===== src/rtl/gpr_wb_scheduler.sv =====
// gpr_wb_scheduler
//   Arbitrates the single GPR write port between the in-order pipeline and a
//   multi-cycle multiply unit. A late multiply result is parked in a one-entry
//   buffer and written whenever the pipeline leaves the write port free. If it
//   loses AGE_LIMIT consecutive grants to the pipeline, it is forced through
//   and the pipeline is stalled for one cycle.
//
// Ports
//   i_clk, i_rst_n     clock, asynchronous active-low reset
//   i_flush            synchronous discard of the buffered late result
//   i_pipe_valid/waddr/sel   pipeline write request (sel = GPR_W_SEL code)
//   i_late_valid/waddr/data  late result offer; accepted when o_late_ready
//   o_late_ready       buffer empty and able to accept a late result
//   o_pipe_stall       pipeline write deferred this cycle (request is held)
//   o_gpr_we/waddr     GPR write enable and address
//   o_wdata_sel        GPR write-data mux select
//   o_mul_data         buffered late value, feeds the mux MUL input
module gpr_wb_scheduler #(
  parameter int AGE_LIMIT = 3
) (
  input  logic        i_clk,
  input  logic        i_rst_n,
  input  logic        i_flush,
  input  logic        i_pipe_valid,
  input  logic [4:0]  i_pipe_waddr,
  input  logic [2:0]  i_pipe_sel,
  input  logic        i_late_valid,
  input  logic [4:0]  i_late_waddr,
  input  logic [31:0] i_late_data,
  output logic        o_late_ready,
  output logic        o_pipe_stall,
  output logic        o_gpr_we,
  output logic [4:0]  o_gpr_waddr,
  output logic [2:0]  o_wdata_sel,
  output logic [31:0] o_mul_data
);

  // Shared GPR write-data source encodings
  localparam logic [2:0] GPR_W_SEL_ALU = 3'd0;
  localparam logic [2:0] GPR_W_SEL_MEM = 3'd1;
  localparam logic [2:0] GPR_W_SEL_PC  = 3'd2;
  localparam logic [2:0] GPR_W_SEL_MUL = 3'd3;

  localparam logic [2:0] AGE_LIM = 3'(AGE_LIMIT);

  typedef enum logic [1:0] {
    IDLE  = 2'd0,
    PEND  = 2'd1,
    FORCE = 2'd2
  } state_t;

  state_t      state;
  logic [1:0]  age;
  logic [4:0]  buf_waddr;
  logic [31:0] buf_data;

  logic        pipe_grant;
  logic        late_grant;
  logic        stall;
  logic        go_idle;
  logic        go_force;
  logic [2:0]  age_inc;

  // Grant decision and next-state hints, purely from state and inputs
  always_comb begin
    pipe_grant = 1'b0;
    late_grant = 1'b0;
    stall      = 1'b0;
    go_idle    = 1'b0;
    go_force   = 1'b0;
    age_inc    = {1'b0, age} + 3'd1;
    case (state)
      IDLE: begin
        pipe_grant = i_pipe_valid;
      end
      PEND: begin
        if (i_pipe_valid) begin
          pipe_grant = 1'b1;
          // A newer pipeline write to the same register makes the buffered value dead
          if (i_pipe_waddr == buf_waddr) begin
            go_idle = 1'b1;
          end else if (age_inc == AGE_LIM) begin
            go_force = 1'b1;
          end else begin
            go_force = 1'b0;
          end
        end else begin
          // A flush in the drain cycle discards the entry instead of writing it
          late_grant = ~i_flush;
          go_idle    = 1'b1;
        end
      end
      FORCE: begin
        late_grant = ~i_flush;
        stall      = i_pipe_valid;
        go_idle    = 1'b1;
      end
      default: begin
        go_idle = 1'b1;
      end
    endcase
  end

  // Write-port outputs; reset forces all handshake and enable outputs low
  assign o_late_ready = i_rst_n & (state == IDLE);
  assign o_pipe_stall = i_rst_n & stall;
  assign o_gpr_we     = i_rst_n & ((pipe_grant & (i_pipe_waddr != 5'd0)) |
                                   (late_grant & (buf_waddr != 5'd0)));
  assign o_gpr_waddr  = late_grant ? buf_waddr : i_pipe_waddr;
  assign o_wdata_sel  = late_grant ? GPR_W_SEL_MUL : i_pipe_sel;
  assign o_mul_data   = buf_data;

  // FSM, age counter and late buffer; flush overrides everything but reset
  always_ff @(posedge i_clk or negedge i_rst_n) begin
    if (!i_rst_n) begin
      state     <= IDLE;
      age       <= 2'd0;
      buf_waddr <= 5'd0;
      buf_data  <= 32'd0;
    end else if (i_flush) begin
      state     <= IDLE;
      age       <= 2'd0;
      buf_waddr <= 5'd0;
      buf_data  <= 32'd0;
    end else begin
      case (state)
        IDLE: begin
          if (i_late_valid) begin
            state     <= PEND;
            age       <= 2'd0;
            buf_waddr <= i_late_waddr;
            buf_data  <= i_late_data;
          end else begin
            state <= IDLE;
          end
        end
        PEND: begin
          if (go_idle) begin
            state <= IDLE;
            age   <= 2'd0;
          end else if (go_force) begin
            state <= FORCE;
            age   <= age_inc[1:0];
          end else begin
            state <= PEND;
            age   <= age_inc[1:0];
          end
        end
        FORCE: begin
          state <= IDLE;
          age   <= 2'd0;
        end
        default: begin
          state <= IDLE;
          age   <= 2'd0;
        end
      endcase
    end
  end

endmodule


===== config.mk =====
export PLATFORM = sky130hd
export DESIGN_NAME = gpr_wb_scheduler
export DESIGN_NICKNAME = d
export VERILOG_FILES = /design/src/rtl/gpr_wb_scheduler.sv
export SDC_FILE = /design/constraint.sdc
export NUM_CORES = 1
export LEC_CHECK = 0
export ABC_AREA = 1
export CORE_UTILIZATION = 47
export CTS_BUF_LIST = sky130_fd_sc_hd__clkbuf_8
export DETAILED_ROUTE_END_ITERATION = 10
export GPL_ROUTABILITY_DRIVEN = 0
export HOLD_SLACK_MARGIN = 0.02
export MAX_ROUTING_LAYER = met4
export PLACE_DENSITY_LB_ADDON = 0.3
export SLEW_MARGIN = 15
export SYNTH_ARGS = -nofsm -noshare
export SYNTH_HDL_FRONTEND = slang
export SYNTH_SLANG_ARGS = --single-unit

===== constraint.sdc =====
create_clock -name i_clk -period 3.7 [get_ports i_clk]
set_clock_uncertainty 0.15 [all_clocks]
set_input_delay 0.37 -clock i_clk [delete_from_list [all_inputs] [get_ports i_clk]]
set_output_delay 0.37 -clock i_clk [all_outputs]
set_load 0.02 [all_outputs]

== Word-level counts from Yosys, hierarchy flattened ==
Cells that the tools add are included.

* Register bits after elaboration: 41
* Input bits: 50
* Word-level logic and storage cells: 52

* $add $sub $neg: 1
* Eq/ne operators: 5
* Mux-type cells: 29
* Bitwise gates (word level): 7
* Reduce and logical (&&, ||, !) cells: 6

{| class="wikitable"
|+ Operators with widths
! kind !! count
|-
| $mux W32 || 3
|-
| $mux W5 || 4
|-
| $mux W2 || 6
|-
| $mux W1 || 10
|-
| $reduce_bool A5 Y1 || 2
|-
| $pmux W2 S2 || 2
|-
| $pmux W1 S2 || 3
|-
| $and A1 B1 Y1 || 5
|-
| $eq A5 B5 Y1 || 1
|-
| $reduce_bool A2 Y1 || 2
|-
| $add A2 B1 Y3 const B || 1
|-
| $eq A3 B2 Y1 const B || 1
|-
| $mux W3 || 1
|-
| $ne A3 B3 Y1 const B || 1
|-
| $eq A2 B1 Y1 const B || 1
|-
| $eq A2 B2 Y1 const B || 1
|-
| $logic_not A2 Y1 || 1
|-
| $reduce_and A2 Y1 || 1
|-
| $not A1 Y1 || 1
|-
| $or A1 B1 Y1 || 1
|}

== Longest topological paths before layout ==
* Depth in word-level cells: 10
* Gate-level depth with buffers: 9

== Worst setup path after synthesis ==
Ideal clock, no wire load.

* Path type: register to output
* Start: register state[1]
* End: output o_gpr_waddr[0]
* Arrival: 1.309 ns
* Data required time: 3.180 ns
* Path slack: 1.871 ns
* Stages on the path, launching flop included: 8
* Path buffers: 1
* Cells stage by stage: dfrtp_1 inv_1 ha_1 inv_2 o21bai_2 nand3_2 buf_6 o21ai_2

* Cells in the longest elaborated chain, start to end: 3
* Elaborated cells between the ends (all ways): 4
* Classes of those cells: 2 x eq/ne; 2 x mux

{| class="wikitable"
|+ Ends and longest elaborated chain
! element !! RTL line !! text
|-
| start, declared || 52 || <nowiki>state_t state;</nowiki>
|-
| start signal, assigned || 116 || <nowiki>state <= IDLE;</nowiki>
|-
| start signal, assigned || 121 || <nowiki>state <= IDLE;</nowiki>
|-
| start signal, assigned || 129 || <nowiki>state <= PEND;</nowiki>
|-
| $eq A2 B2 Y1 or $eq A2 B1 Y1 (tied branches) || 72 || <nowiki>case (state)</nowiki>
|-
| $pmux W1 S2 * || 72 ||
|-
| $mux W5 * || 109 || <nowiki>assign o_gpr_waddr = late_grant ? buf_waddr : i_pipe_waddr;</nowiki>
|-
| end, declared || 33 || <nowiki>output logic [4:0] o_gpr_waddr,</nowiki>
|}

Every way passes the cells marked *; elsewhere a longest branch is shown, timed or not.

== Worst setup path after layout ==
* Start: register state[1]
* End: output o_gpr_we

* Cells in the longest elaborated chain, start to end: 5
* Elaborated cells between the ends (all ways): 9
* Classes of those cells: 2 x eq/ne; 2 x mux; 4 x bitwise; 1 x reduce/logical

{| class="wikitable"
|+ Ends and longest elaborated chain
! element !! RTL line !! text
|-
| $eq A2 B1 Y1, or another cell as far along || 72 ||
|-
| $pmux W1 S2 || 72 ||
|-
| $and A1 B1 Y1 (on tied branches) || 107, 108 ||
|-
| $or A1 B1 Y1 * || 107 || <nowiki>assign o_gpr_we = i_rst_n & ((pipe_grant & (i_pipe_waddr != 5'd0)) |</nowiki>
|-
| $and A1 B1 Y1 * || 107 ||
|-
| end, declared || 32 || <nowiki>output logic o_gpr_we,</nowiki>
|}

Marks and branches as above.

==> flow_summary.ini <==
[route]
drcViolationCount = 0
vias = 1954
wl_um = 5130
final_antenna_net_count = 0
firstDrtPassIters = 4
vias_per_cell = 5.08
drt_iter0_drc = 75
routedWlPerCell_um = 13.3

[die]
start_util_pct = 50.6
io_pins = 93
core_area_mm2 = 0.00414
rows = 23
die_h_um = 68.8
design.die.area_mm2 = 0.00473
die-width_um = 68.8

[synthesis]
synth_edf_count = 0
ys_seq_elements = 41
netlist_area_mm2 = 0.00210
synthArstFlopShare_pct = 100
yosys.area_share.simple_pct = 23.3
synth_compound_area_share_pct = 13.6
synth_top_family_by_area = simple AND/OR/NAND/NOR gates
yosysTopAreaCellShare_pct = 49.0
syn_inst = 243
synth.area.top_cells = dfrtp_1 (49%), nand3_1 (9.3%), nand2_1 (6.4%)
yosys_warnings = 0
synth_area_leader_cell = dfrtp_1
synth_mux_area_share_pct = 0
synthAdderAreaFrac_pct = 2.39
synth_cell_types = 28
synth-xor-area-share_pct = 0.418
ys_seq_area_share_pct = 49.0
synth_commonest_cells = dfrtp_1 (41), nand3_1 (39), nand2_1 (36)
yosysMostFrequentCell = dfrtp_1
avgSynthCellArea_um2 = 8.62
ys.flop_type = dfrtp_1
synth_nets = 297

[layout]
layout-drive-gt1-share_pct = 12.2
final_area_mm2 = 0.00313
fin_nets = 388
syn_to_final_growth_pct = 49.4
fillers = 321
n_antenna_cell = 0

[critical_path]
critPathLaunchType = register
path_class = register to output port
cp_max_fo = 12
crit_required_ps = 3180
critical_path_arrival_ps = 2470
cp-end-kind = output port

[global_route]
overflow = 0
grt_max_degree = 34
antenna_found_initial = 0
grt_pass1_wl_um = 8140
grtUsageTotal_pct = 24.5
grt_pass1_vias = 1785

[sta]
max-slew-margin-rel_pct = 58.4
hold_viol = 0
final_max_slew_viol_count = 0
fin_ws_ps = 714
finalSetupViolCount = 0
tightestPinTransition_ps = 621
period_share_pct = 80.7
fmax_mhz = 335
tns_ps = 0
rsz0062_at_grt = false
period_minus_slack_ps = 2990

[placed_design]
dp_slack_ps = 779
portBuffers = 92
hpwl_um = 3650
placed_cell_area_mm2 = 0.00300

[power_and_ir_drop]
powerDensity_mw_per_mm2 = 360
pwr-share-clk_pct = 32.9
power_switching_share_pct = 27.2
ir_drop_uv = 249
switchingPower_w = 0.000306
combPwrFrac_pct = 23.5
seqPwrFrac_pct = 43.5
p_int_w = 0.000821
p_leak_nw = 1.44

[clock_network]
numClockSinks = 41
clk_latency_ps = 290
numCtsBuffers = 5
cts_htree_levels = 2
clk_pin_slew_ps = 80
cts_tree = yes
cts-root-buf = clkbuf_8
post-cts-setup-buffer-count = 0
clk_path_buf_depth = 2

[flow_run]
maxCapViolations = 0

[min_path]
hold_class = register to register

[status]
status = complete, no violations
## critical path, stage by stage (launching register included)
cell	delay, ps
dfrtp_1	390
inv_1	90
ha_1	270
inv_2	80
o21bai_2	130
nand3_2	280
inv_2	160
o21ai_2	70
a21oi_2	120
clkdlybuf4s50_1	600
## cells in the final DEF (no fill, tap or decap), types with 3 or more instances in the layout
cell and count:
o21ai_1 3, o21ai_2 6, nand2_1 36, dfrtp_1 41
inv_1 32, nor2_1 7, a21oi_1 15, nand2_2 7
or2_2 3, clkdlybuf4s50_1 91, nand3_2 3, clkbuf_8 6
ha_1 4, o21ai_0 20, inv_2 4, nand3_1 39
buf_4 4
## per-layer routing
layer | global-route usage, % | up-vias | routed length (um)
met3 | 6.58 | 8 | 331
met1 | 30.8 | 919 | 2260
li1 | - | 967 | -
met5 | - | - | 0
met2 | 38.2 | 60 | 2470
met4 | 8.42 | 0 | 58
## path summary, 6_finish.rpt
path                            startpoint              to  slack, ps  cells after the start
worst max-delay path              state[1]        o_gpr_we        710                      9
worst min-delay path                age[1]          age[1]        360                      2
worst max register to register    state[1]    buf_waddr[3]       1610                      7
worst min register to register      age[1]          age[1]        360                      2
max in group asynchronous          i_rst_n  o_mul_data[19]       2290                      3
min in group asynchronous          i_rst_n  o_mul_data[25]        410                      2
## layout make-up
class / count / area [um^2] / area share [%]
tap: 50 / 62.6 / 2.00
clock inverter: 2 / 33.8 / 1.08
sequential: 41 / 1030 / 32.8
inverter: 36 / 138 / 4.40
clock buffer: 6 / 82.6 / 2.64
timing repair buffer: 97 / 956 / 30.5
multi-input combinational: 153 / 832 / 26.6
## power groups by stage
stage	clock [W]	combinational (W)	sequential [W]
final	0.000371	0.000265	0.000491
after global routing	0.000398	0.000290	0.000494
after CTS	0.000379	0.000268	0.000491
after detailed placement	0	0.000266	0.000499
after global placement	0	0.000262	0.000498
after floorplan	0	0.000106	0.000526
## stage by stage
stage                     utilization, %  power [W]  cells  hold slack (ps)
after floorplan                        -   0.000632    243            -75.6
after global placement              72.5   0.000761    376              193
after detailed placement            72.5   0.000765    376              205
after CTS                           75.5    0.00114    385              357
after global routing                75.5    0.00118    385              382
final                               75.5    0.00113    385              359
## what timing repair did
| action | 4_1_cts | 5_1_grt |
|---|---|---|
| hold buffers | 1 | 0 |
| endpoints found under the hold margin | 17 | 0 |
| resized for setup | 0 | 0 |
## logic make-up (layout without fill, tap and decap cells)
kind of cell,Yosys count,count (layout)
xor+xnor,1,1
compound gates,48,48
buf+inv,49,141
simple gates,100,100
fa+ha+maj,4,4
flops,41,41
## flip-flops by register name, summed over array words and instances (netlist names)
name / count
state: 2
age: 2
buf_waddr: 5
o_mul_data: 32
Power figures use the tool's default switching activity.
